==> src/rtl/cpu_host_mailbox_if.sv <==
// Purpose : bundles the CPU strobe bus and the host stream link of cpu_host_mailbox.
// Signals :
//   CPU side  : rd_reg, wr_reg, wr_evt, sel[10:0], tos[15:0] (to mailbox); par[15:0] (from mailbox)
//   Host side : h_wdata, h_wvalid, h_rready, h_irq_ack (to mailbox);
//               h_wready, h_rdata, h_rvalid, h_irq (from mailbox)
// Modports: slave = the mailbox, master = whoever drives the CPU and host sides.
interface cpu_host_mailbox_if;
   logic        rd_reg;
   logic        wr_reg;
   logic        wr_evt;
   logic [10:0] sel;
   logic [15:0] tos;
   logic [15:0] par;
   logic [15:0] h_wdata;
   logic        h_wvalid;
   logic        h_wready;
   logic [15:0] h_rdata;
   logic        h_rvalid;
   logic        h_rready;
   logic        h_irq;
   logic        h_irq_ack;

   modport slave (
      input  rd_reg, wr_reg, wr_evt, sel, tos, h_wdata, h_wvalid, h_rready, h_irq_ack,
      output par, h_wready, h_rdata, h_rvalid, h_irq
   );

   modport master (
      output rd_reg, wr_reg, wr_evt, sel, tos, h_wdata, h_wvalid, h_rready, h_irq_ack,
      input  par, h_wready, h_rdata, h_rvalid, h_irq
   );
endinterface

==> src/rtl/cpu_host_mailbox.sv <==
// Purpose : CPU I/O responder bridging the rdReg/wrReg/wrEvt strobe bus to a host stream link.
//           Host-to-CPU command FIFO (host pushes, CPU pops with GET_CMD), CPU-to-host reply
//           FIFO (CPU pushes with PUT_REPLY, host pops), sticky error flags and a host interrupt.
// Ports   :
//   clk    - system clock
//   rst_n  - synchronous reset, active-low
//   bus    - cpu_host_mailbox_if.slave (CPU strobes/selects/TOS, combinational par,
//            host command push, first-word fall-through reply pop, h_irq / h_irq_ack)
module cpu_host_mailbox #(
   parameter int unsigned DEPTH = 16,
   parameter int unsigned AW    = 4
) (
   input  logic                  clk,
   input  logic                  rst_n,
   cpu_host_mailbox_if.slave     bus
);

   localparam int unsigned PW = AW + 1;
   localparam int unsigned DW = 16;

   logic [DW-1:0] r_cmd_mem [DEPTH];
   logic [DW-1:0] r_rep_mem [DEPTH];
   logic [PW-1:0] r_cmd_wp;
   logic [PW-1:0] r_cmd_rp;
   logic [PW-1:0] r_rep_wp;
   logic [PW-1:0] r_rep_rp;
   logic          r_cmd_uf;
   logic          r_rep_ov;
   logic          r_irq;

   logic [PW-1:0] w_cmd_count;
   logic          w_cmd_empty;
   logic          w_cmd_full;
   logic          w_rep_empty;
   logic          w_rep_full;
   logic          w_get_cmd;
   logic          w_get_stat;
   logic          w_put;
   logic          w_done;
   logic          w_flush;
   logic          w_wready;
   logic          w_cmd_push;
   logic          w_cmd_pop;
   logic          w_rep_push;
   logic          w_rep_pop;
   logic [DW-1:0] w_cmd_head;
   logic [DW-1:0] w_status;

   // FIFO state decode: equal pointers = empty, MSB-only difference = full
   assign w_cmd_count = r_cmd_wp - r_cmd_rp;
   assign w_cmd_empty = (r_cmd_wp == r_cmd_rp);
   assign w_cmd_full  = (r_cmd_wp[AW] != r_cmd_rp[AW]) &&
                        (r_cmd_wp[AW-1:0] == r_cmd_rp[AW-1:0]);
   assign w_rep_empty = (r_rep_wp == r_rep_rp);
   assign w_rep_full  = (r_rep_wp[AW] != r_rep_rp[AW]) &&
                        (r_rep_wp[AW-1:0] == r_rep_rp[AW-1:0]);

   // Strobe/select decode; unlisted select bits are ignored
   assign w_get_cmd  = bus.rd_reg & bus.sel[0];
   assign w_get_stat = bus.rd_reg & bus.sel[1];
   assign w_put      = bus.wr_reg & bus.sel[0];
   assign w_done     = bus.wr_evt & bus.sel[0];
   assign w_flush    = bus.wr_evt & bus.sel[1];

   // A flush blocks the host push so the emptied FIFO really ends up empty
   assign w_wready   = rst_n & ~w_cmd_full & ~w_flush;
   assign w_cmd_push = bus.h_wvalid & w_wready;
   assign w_cmd_pop  = w_get_cmd & ~w_cmd_empty;
   assign w_rep_push = rst_n & w_put & ~w_rep_full;
   assign w_rep_pop  = ~w_rep_empty & bus.h_rready;

   assign w_cmd_head = w_cmd_empty ? '0 : r_cmd_mem[r_cmd_rp[AW-1:0]];
   assign w_status   = {w_rep_full, w_cmd_empty, r_cmd_uf, r_rep_ov, 4'b0000, 8'(w_cmd_count)};

   // Read data is combinational so the CPU captures it into TOS in the strobe cycle
   assign bus.par      = (w_get_cmd  ? w_cmd_head : '0) |
                         (w_get_stat ? w_status   : '0);
   assign bus.h_wready = w_wready;
   assign bus.h_rdata  = r_rep_mem[r_rep_rp[AW-1:0]];
   assign bus.h_rvalid = ~w_rep_empty;
   assign bus.h_irq    = r_irq;

   // Storage arrays carry no reset; only the pointers define contents
   always_ff @(posedge clk) begin
      if (w_cmd_push) r_cmd_mem[r_cmd_wp[AW-1:0]] <= bus.h_wdata;
      if (w_rep_push) r_rep_mem[r_rep_wp[AW-1:0]] <= bus.tos;
   end

   // Pointers, sticky flags and interrupt
   always_ff @(posedge clk) begin
      if (!rst_n) begin
         r_cmd_wp <= '0;
         r_cmd_rp <= '0;
         r_rep_wp <= '0;
         r_rep_rp <= '0;
         r_cmd_uf <= 1'b0;
         r_rep_ov <= 1'b0;
         r_irq    <= 1'b0;
      end else begin
         if (w_cmd_push) r_cmd_wp <= r_cmd_wp + PW'(1);
         if (w_flush)
            r_cmd_rp <= r_cmd_wp;
         else if (w_cmd_pop)
            r_cmd_rp <= r_cmd_rp + PW'(1);
         if (w_rep_push) r_rep_wp <= r_rep_wp + PW'(1);
         if (w_rep_pop)  r_rep_rp <= r_rep_rp + PW'(1);
         // A fresh error in the status-read cycle keeps its flag set
         r_cmd_uf <= (w_get_cmd & w_cmd_empty) | (r_cmd_uf & ~w_get_stat);
         r_rep_ov <= (w_put & w_rep_full)      | (r_rep_ov & ~w_get_stat);
         r_irq    <= w_done | (r_irq & ~bus.h_irq_ack);
      end
   end

endmodule
==> src/flat_wrapper.sv <==
// flat-port wrapper written by rule: the top's interface ports become plain ports
module cpu_host_mailbox_flat 
#(
   parameter int unsigned DEPTH = 16,
   parameter int unsigned AW    = 4
)
  (clk, rst_n, bus_rd_reg, bus_wr_reg, bus_wr_evt, bus_sel, bus_tos, bus_h_wdata, bus_h_wvalid, bus_h_rready, bus_h_irq_ack, bus_par, bus_h_wready, bus_h_rdata, bus_h_rvalid, bus_h_irq);
  cpu_host_mailbox_if bus_i ();
  input  logic clk;
  input  logic rst_n;
  input wire logic [$bits(bus_i.rd_reg)-1:0] bus_rd_reg;
  input wire logic [$bits(bus_i.wr_reg)-1:0] bus_wr_reg;
  input wire logic [$bits(bus_i.wr_evt)-1:0] bus_wr_evt;
  input wire logic [$bits(bus_i.sel)-1:0] bus_sel;
  input wire logic [$bits(bus_i.tos)-1:0] bus_tos;
  input wire logic [$bits(bus_i.h_wdata)-1:0] bus_h_wdata;
  input wire logic [$bits(bus_i.h_wvalid)-1:0] bus_h_wvalid;
  input wire logic [$bits(bus_i.h_rready)-1:0] bus_h_rready;
  input wire logic [$bits(bus_i.h_irq_ack)-1:0] bus_h_irq_ack;
  output wire logic [$bits(bus_i.par)-1:0] bus_par;
  output wire logic [$bits(bus_i.h_wready)-1:0] bus_h_wready;
  output wire logic [$bits(bus_i.h_rdata)-1:0] bus_h_rdata;
  output wire logic [$bits(bus_i.h_rvalid)-1:0] bus_h_rvalid;
  output wire logic [$bits(bus_i.h_irq)-1:0] bus_h_irq;
  assign bus_i.rd_reg = bus_rd_reg;
  assign bus_i.wr_reg = bus_wr_reg;
  assign bus_i.wr_evt = bus_wr_evt;
  assign bus_i.sel = bus_sel;
  assign bus_i.tos = bus_tos;
  assign bus_i.h_wdata = bus_h_wdata;
  assign bus_i.h_wvalid = bus_h_wvalid;
  assign bus_i.h_rready = bus_h_rready;
  assign bus_i.h_irq_ack = bus_h_irq_ack;
  assign bus_par = bus_i.par;
  assign bus_h_wready = bus_i.h_wready;
  assign bus_h_rdata = bus_i.h_rdata;
  assign bus_h_rvalid = bus_i.h_rvalid;
  assign bus_h_irq = bus_i.h_irq;
  cpu_host_mailbox #(.DEPTH(DEPTH), .AW(AW)) u_core (.clk(clk), .rst_n(rst_n), .bus(bus_i));
endmodule
==> config.mk <==
export PLATFORM = sky130hd
export DESIGN_NAME = cpu_host_mailbox_flat
export DESIGN_NICKNAME = d
export VERILOG_FILES = /design/src/rtl/cpu_host_mailbox_if.sv /design/src/rtl/cpu_host_mailbox.sv /design/src/flat_wrapper.sv
export SDC_FILE = /design/constraint.sdc
export NUM_CORES = 1
export LEC_CHECK = 0
export BUFFER_PORTS_ARGS = -buffer_cell sky130_fd_sc_hd__buf_2
export CORE_AREA = 10 10 360 188
export DETAILED_ROUTE_END_ITERATION = 16
export DIE_AREA = 0 0 370 198
export PLACE_DENSITY = 0.61
export SLEW_MARGIN = 20
export SYNTH_ARGS = -nofsm -noshare
export SYNTH_HDL_FRONTEND = slang
export SYNTH_SLANG_ARGS = --single-unit
==> constraint.sdc <==
create_clock -name clk -period 9.04 [get_ports clk]
set_input_delay 0.904 -clock clk [delete_from_list [all_inputs] [get_ports clk]]
set_output_delay 0.904 -clock clk [all_outputs]
set_load 0.005 [all_outputs]
* Word level (Yosys, flattened, before mapping)
Memories as Yosys holds them, arrays and structs flattened. A register that Yosys moved wholly into a read port is not among the register bits. Cells that the tools add are included.
Operators by class: $add $sub $neg 5, $mul 0, divide/modulo/power cells 0, $lt $le $gt $ge 0, equality and inequality tests 6, shift operators 0, multiplexer cells 13, bitwise operators 28, reductions and logical operators 3
Operator list (number):
- 16-bit two-way mux | 3
- 5-bit by 1-bit adder with 5-bit output, second input constant | 4
- 1-bit bitwise AND | 17
- 4-bit two-way mux | 4
- 16-bit bitwise OR | 1
- 5-bit equality test | 2
- 5-bit two-way mux | 2
- 4-bit equality test | 2
- 1-bit NOT | 7
- 5-bit subtractor | 1
- 1-bit two-way mux | 4
- 1-bit bitwise OR | 3
- 1-bit logical AND | 2
- 1-bit != test | 2
- 2-bit nonzero test | 1
Storage, ports and cells: bits in registers 23, bits in latches 0, memory bits (writable) 512, bits in read-only memories 0, input bits 51, output and inout bits 35, word-level logic and storage cells 64, memories 2
Memory list:
- u_core.r_cmd_mem | depth 16, width 16, rd ports 1, clocked after memory_dff 1, wr ports 1, RTL line cpu_host_mailbox.sv:21 | logic [DW-1:0] r_cmd_mem [DEPTH];
- u_core.r_rep_mem | depth 16, width 16, rd ports 1, clocked after memory_dff 1, wr ports 1, RTL line cpu_host_mailbox.sv:22 | logic [DW-1:0] r_rep_mem [DEPTH];

* Logic depth before layout (Yosys ltp)
word-level depth 8, gate-level depth with buffers 8, depth with buffers taken out 8

* Worst setup path after synthesis
OpenSTA, ideal clock, no wires.
kind input to register, from input bus_sel[1], to memory u_core.r_cmd_mem[0][0], enable pin, library setup time 409 ps, arrival 2568 ps, data required time 8631 ps, slack 6063 ps, cell stages on the path 5, path buffers 1, cell sequence nand2_1 o2111a_1 buf_2 nand2_1 nor3_1
Between the ends: cells in the longest elaborated chain, start to end 6
RTL lines:
- start: declaration | RTL line flat_wrapper.sv:14 | input wire logic [$bits(bus_i.sel)-1:0] bus_sel;
- 1-bit bitwise AND | RTL line cpu_host_mailbox.sv:63 | assign w_flush = bus.wr_evt & bus.sel[1];
- 1-bit NOT | RTL line cpu_host_mailbox.sv:66 | assign w_wready = rst_n & ~w_cmd_full & ~w_flush;
- 1-bit bitwise AND | RTL line cpu_host_mailbox.sv:66
- 1-bit bitwise AND | RTL line cpu_host_mailbox.sv:67 | assign w_cmd_push = bus.h_wvalid & w_wready;
- 1-bit two-way mux | RTL line cpu_host_mailbox.sv:85 | if (w_cmd_push) r_cmd_mem[r_cmd_wp[AW-1:0]] <= bus.h_wdata;
- 1-bit two-way mux (implied by the code) | RTL line cpu_host_mailbox.sv:85
- end: declaration | RTL line cpu_host_mailbox.sv:21
No other way between the ends.

* Worst setup path after layout
from register u_core.r_cmd_wp[3], to output bus_par[13]
Between the ends: cells in the longest elaborated chain, start to end 4
RTL lines:
- start: declaration | RTL line cpu_host_mailbox.sv:23 | logic [PW-1:0] r_cmd_wp;
- start signal: assignment | RTL line cpu_host_mailbox.sv:100 | if (w_cmd_push) r_cmd_wp <= r_cmd_wp + PW'(1);
- 5-bit equality test | RTL line cpu_host_mailbox.sv:51 | assign w_cmd_empty = (r_cmd_wp == r_cmd_rp);
- 16-bit two-way mux | RTL line cpu_host_mailbox.sv:72 | assign w_cmd_head = w_cmd_empty ? '0 : r_cmd_mem[r_cmd_rp[AW-1:0]];
- 16-bit two-way mux | RTL line cpu_host_mailbox.sv:76 | assign bus.par = (w_get_cmd ? w_cmd_head : '0) |
- 16-bit bitwise OR | RTL line cpu_host_mailbox.sv:76
- end: declaration | RTL line flat_wrapper.sv:20 | output wire logic [$bits(bus_i.par)-1:0] bus_par;
No other way between the ends.

==> reports/metrics.cfg <==
[pwr]
p_leak_nw=7.57
total_power_mw=5.17
power_density_mw_per_mm2=213
ir_worst_vdd_mv=0.182

[drt]
vias_per_cell=5.16
routedWlPerCell_microns=24.5
final_antenna_net_count=0
first_pass_iters=5
drc=0
finalWirelength_microns=48400
route.vias.total=10200
drt-initial-drc-count=1070

[global_route]
grt_use_total_pct=13.0
grt_pass1_vias=10200
grt_max_degree=65
antenna_found_initial=5
grt-ovfl-total=0
grt_first_pass_wirelength_microns=70800

[timing]
final_hold_viol_count=0
skew_ns=0.0254
fin_crit_ns=4.32
setup_viol=0
finalSetupTns_ns=0
finalCritPeriodShare_pct=47.7
rsz0062_at_grt=false
slew_viol_final=0
slew-limit-headroom_pct=28.3
max_freq_mhz=232
tightest_slew_ns=1.07

[floorplanning]
chipHeight_microns=198
coreArea_sq_mm=0.0618
num_rows=65
start_util_pct=34.3
die_area_sq_mm=0.0733
num_io_pins=86
fp.dieW_microns=370

[finish]
final_nets=1163
fill_cells=5519
drive_above_1_share_pct=31.9
area_growth_pct=14.6
final_area_sq_mm=0.0243

[clocking]
htreeDepth=2
cts_sinks=543
tritoncts=done
cts.clk_slew.worst_paths_ns=0.06
cts_max_path_buffers=3
numCtsBuffers=49
clk_latency_ns=0.59
cts_setup_buffers=0
cts_root_buffer=clkbuf_16
hold_buffers=0
postCtsResizedCells=0

[critical_path]
startpoint=u_core.r_cmd_wp[3]
r2r-start=u_core.r_cmd_wp[3]
r2r_end=u_core.r_cmd_mem[7][6]
critPathCaptureType=primary output
ff2ff_setup_slack_ns=5.81
arrival_ns=3.41
critPathSlowestCell=dfxtp_1
path_buf_inv=1
critPathCapture=bus_par[13]
cp.depth=6
cp_slowest_stage_delay_ns=0.71
r2r_cells=5
path_cells=ha_1 -> nand4_1 -> o21bai_2 -> nor2_1 -> a221o_1 -> buf_2
critPathLaunchType=register
required_ns=8.14
critPathKind=reg2out
crit_fanout=11
crit_family=compound AO/OA/AOI/OAI gates

[run_status]
status=complete, no violations

[min_path]
hold_path.class=reg2reg
hold_depth=2

[synthesis]
synth-edff-count=512
synth_ff_type=edfxtp_1
synth_top_area_cell=edfxtp_1
syn_inst=979
postSynthNetCount=1045
netlist_area_sq_mm=0.0212
ys_ff_latch=543
synth_cell_types=46
syn_avg_cell_area_sq_um=21.7
synthTopCellsByArea=edfxtp_1, mux4_2, dfxtp_1, mux4_1, ha_1
synth_top_cell_area_share_pct=72.5
synth_commonest_cells=edfxtp_1, mux4_2, nand2_1
synth_most_common_cell=edfxtp_1
yosys_warnings=0
async_flop_share_pct=0
yosysSeqAreaShare_pct=75.4

[place]
numPortBuffers=76
placed_area_sq_mm=0.0227
hpwl_microns=29900
gp_congestion=0.772

[flow_run]
maxCapViolCount=0

[layer usage]
metal	share of wire (%)	GRT usage [%]	up-vias	routed length, microns
met3	8.8	3.95	67	4280
met5	0.060	0	-	29
met2	42	17.9	361	20400
li1	-	-	4327	-
met4	1.6	2.66	4	768
met1	47	20.0	5423	23000
[state kept, by name, summed over array words and instances (netlist names), named ones only]
register,count
u_core.bus.h_irq,1
u_core.r_cmd_mem,256
u_core.r_cmd_rp,5
u_core.r_cmd_uf,1
u_core.r_cmd_wp,5
u_core.r_rep_mem,256
u_core.r_rep_ov,1
u_core.r_rep_rp,5
u_core.r_rep_wp,5
[worst min-delay path by stage]
stage	start	end	slack, ns
2_1_floorplan	u_core.bus.h_irq	u_core.bus.h_irq	0.47
3_3_place_gp	u_core.bus.h_irq	u_core.bus.h_irq	0.46
3_5_place_dp	u_core.bus.h_irq	u_core.bus.h_irq	0.49
4_1_cts	u_core.bus.h_irq	u_core.bus.h_irq	0.50
5_1_grt	u_core.bus.h_irq	u_core.bus.h_irq	0.55
6_report	u_core.bus.h_irq	u_core.bus.h_irq	0.50
[kinds of logic after synthesis]
group,Yosys count,synth area share [%]
and+or+nand+nor,118,2.67
adders and majority gates,15,0.921
xor gates and xnor gates,22,0.909
DFF,543,75.4
muxes,166,16.7
buffers and inverters,56,1.50
AOI/OAI and AO/OA,59,1.84
[cell type report]
| class | count | area [sq um] | area share, % |
|---|---|---|---|
| inverter | 9 | 33.8 | 0.139 |
| clock buffer | 66 | 1320 | 5.43 |
| tap | 837 | 1050 | 4.31 |
| timing repair buffer | 114 | 666 | 2.74 |
| antenna | 1 | 2.50 | 0.0103 |
| clock inverter | 25 | 233 | 0.958 |
| sequential | 543 | 16000 | 65.9 |
| multi-input combinational | 380 | 4990 | 20.6 |
[through the flow]
stage | utilization [%] | instances | worst slack, ns | hold slack (ns)
3_5_place_dp | 36.8 | 1883 | 5.26 | 0.494
3_3_place_gp | 36.8 | 1883 | 5.27 | 0.462
2_1_floorplan | - | 979 | 6.06 | 0.470
6_report | 39.3 | 1975 | 4.72 | 0.505
4_1_cts | 39.3 | 1974 | 4.59 | 0.504
5_1_grt | 39.3 | 1975 | 4.49 | 0.548
[cell usage in the layout, fill, tap and decap left out, types with 9 or more instances in the layout]
cell         n
inv_1        9
edfxtp_1   512
mux4_1      19
clkbuf_16   49
xor2_1      12
mux2i_1     13
nor2_2      23
mux4_2     125
o21ai_0     12
buf_2       76
dfxtp_1     26
buf_4       38
a21oi_1     12
o22ai_1     16
ha_1        14
nand2_1     34
mux2_2       9
xnor2_1     10
and2_1       9
clkbuf_1    14
[worst register-to-register path: cells and delay by family (launching register included)]
family          cells  cell delay, ns
simple gates        3            1.21
flops               1            0.71
compound gates      1            0.52
fa+ha+maj           1            0.39
[where the power goes]
part,switching [mW],internal [mW]
registers,0.0215,2.76
clock network,0.924,1.10
logic,0.191,0.174
No activity file was read; power rests on OpenSTA's default activity.
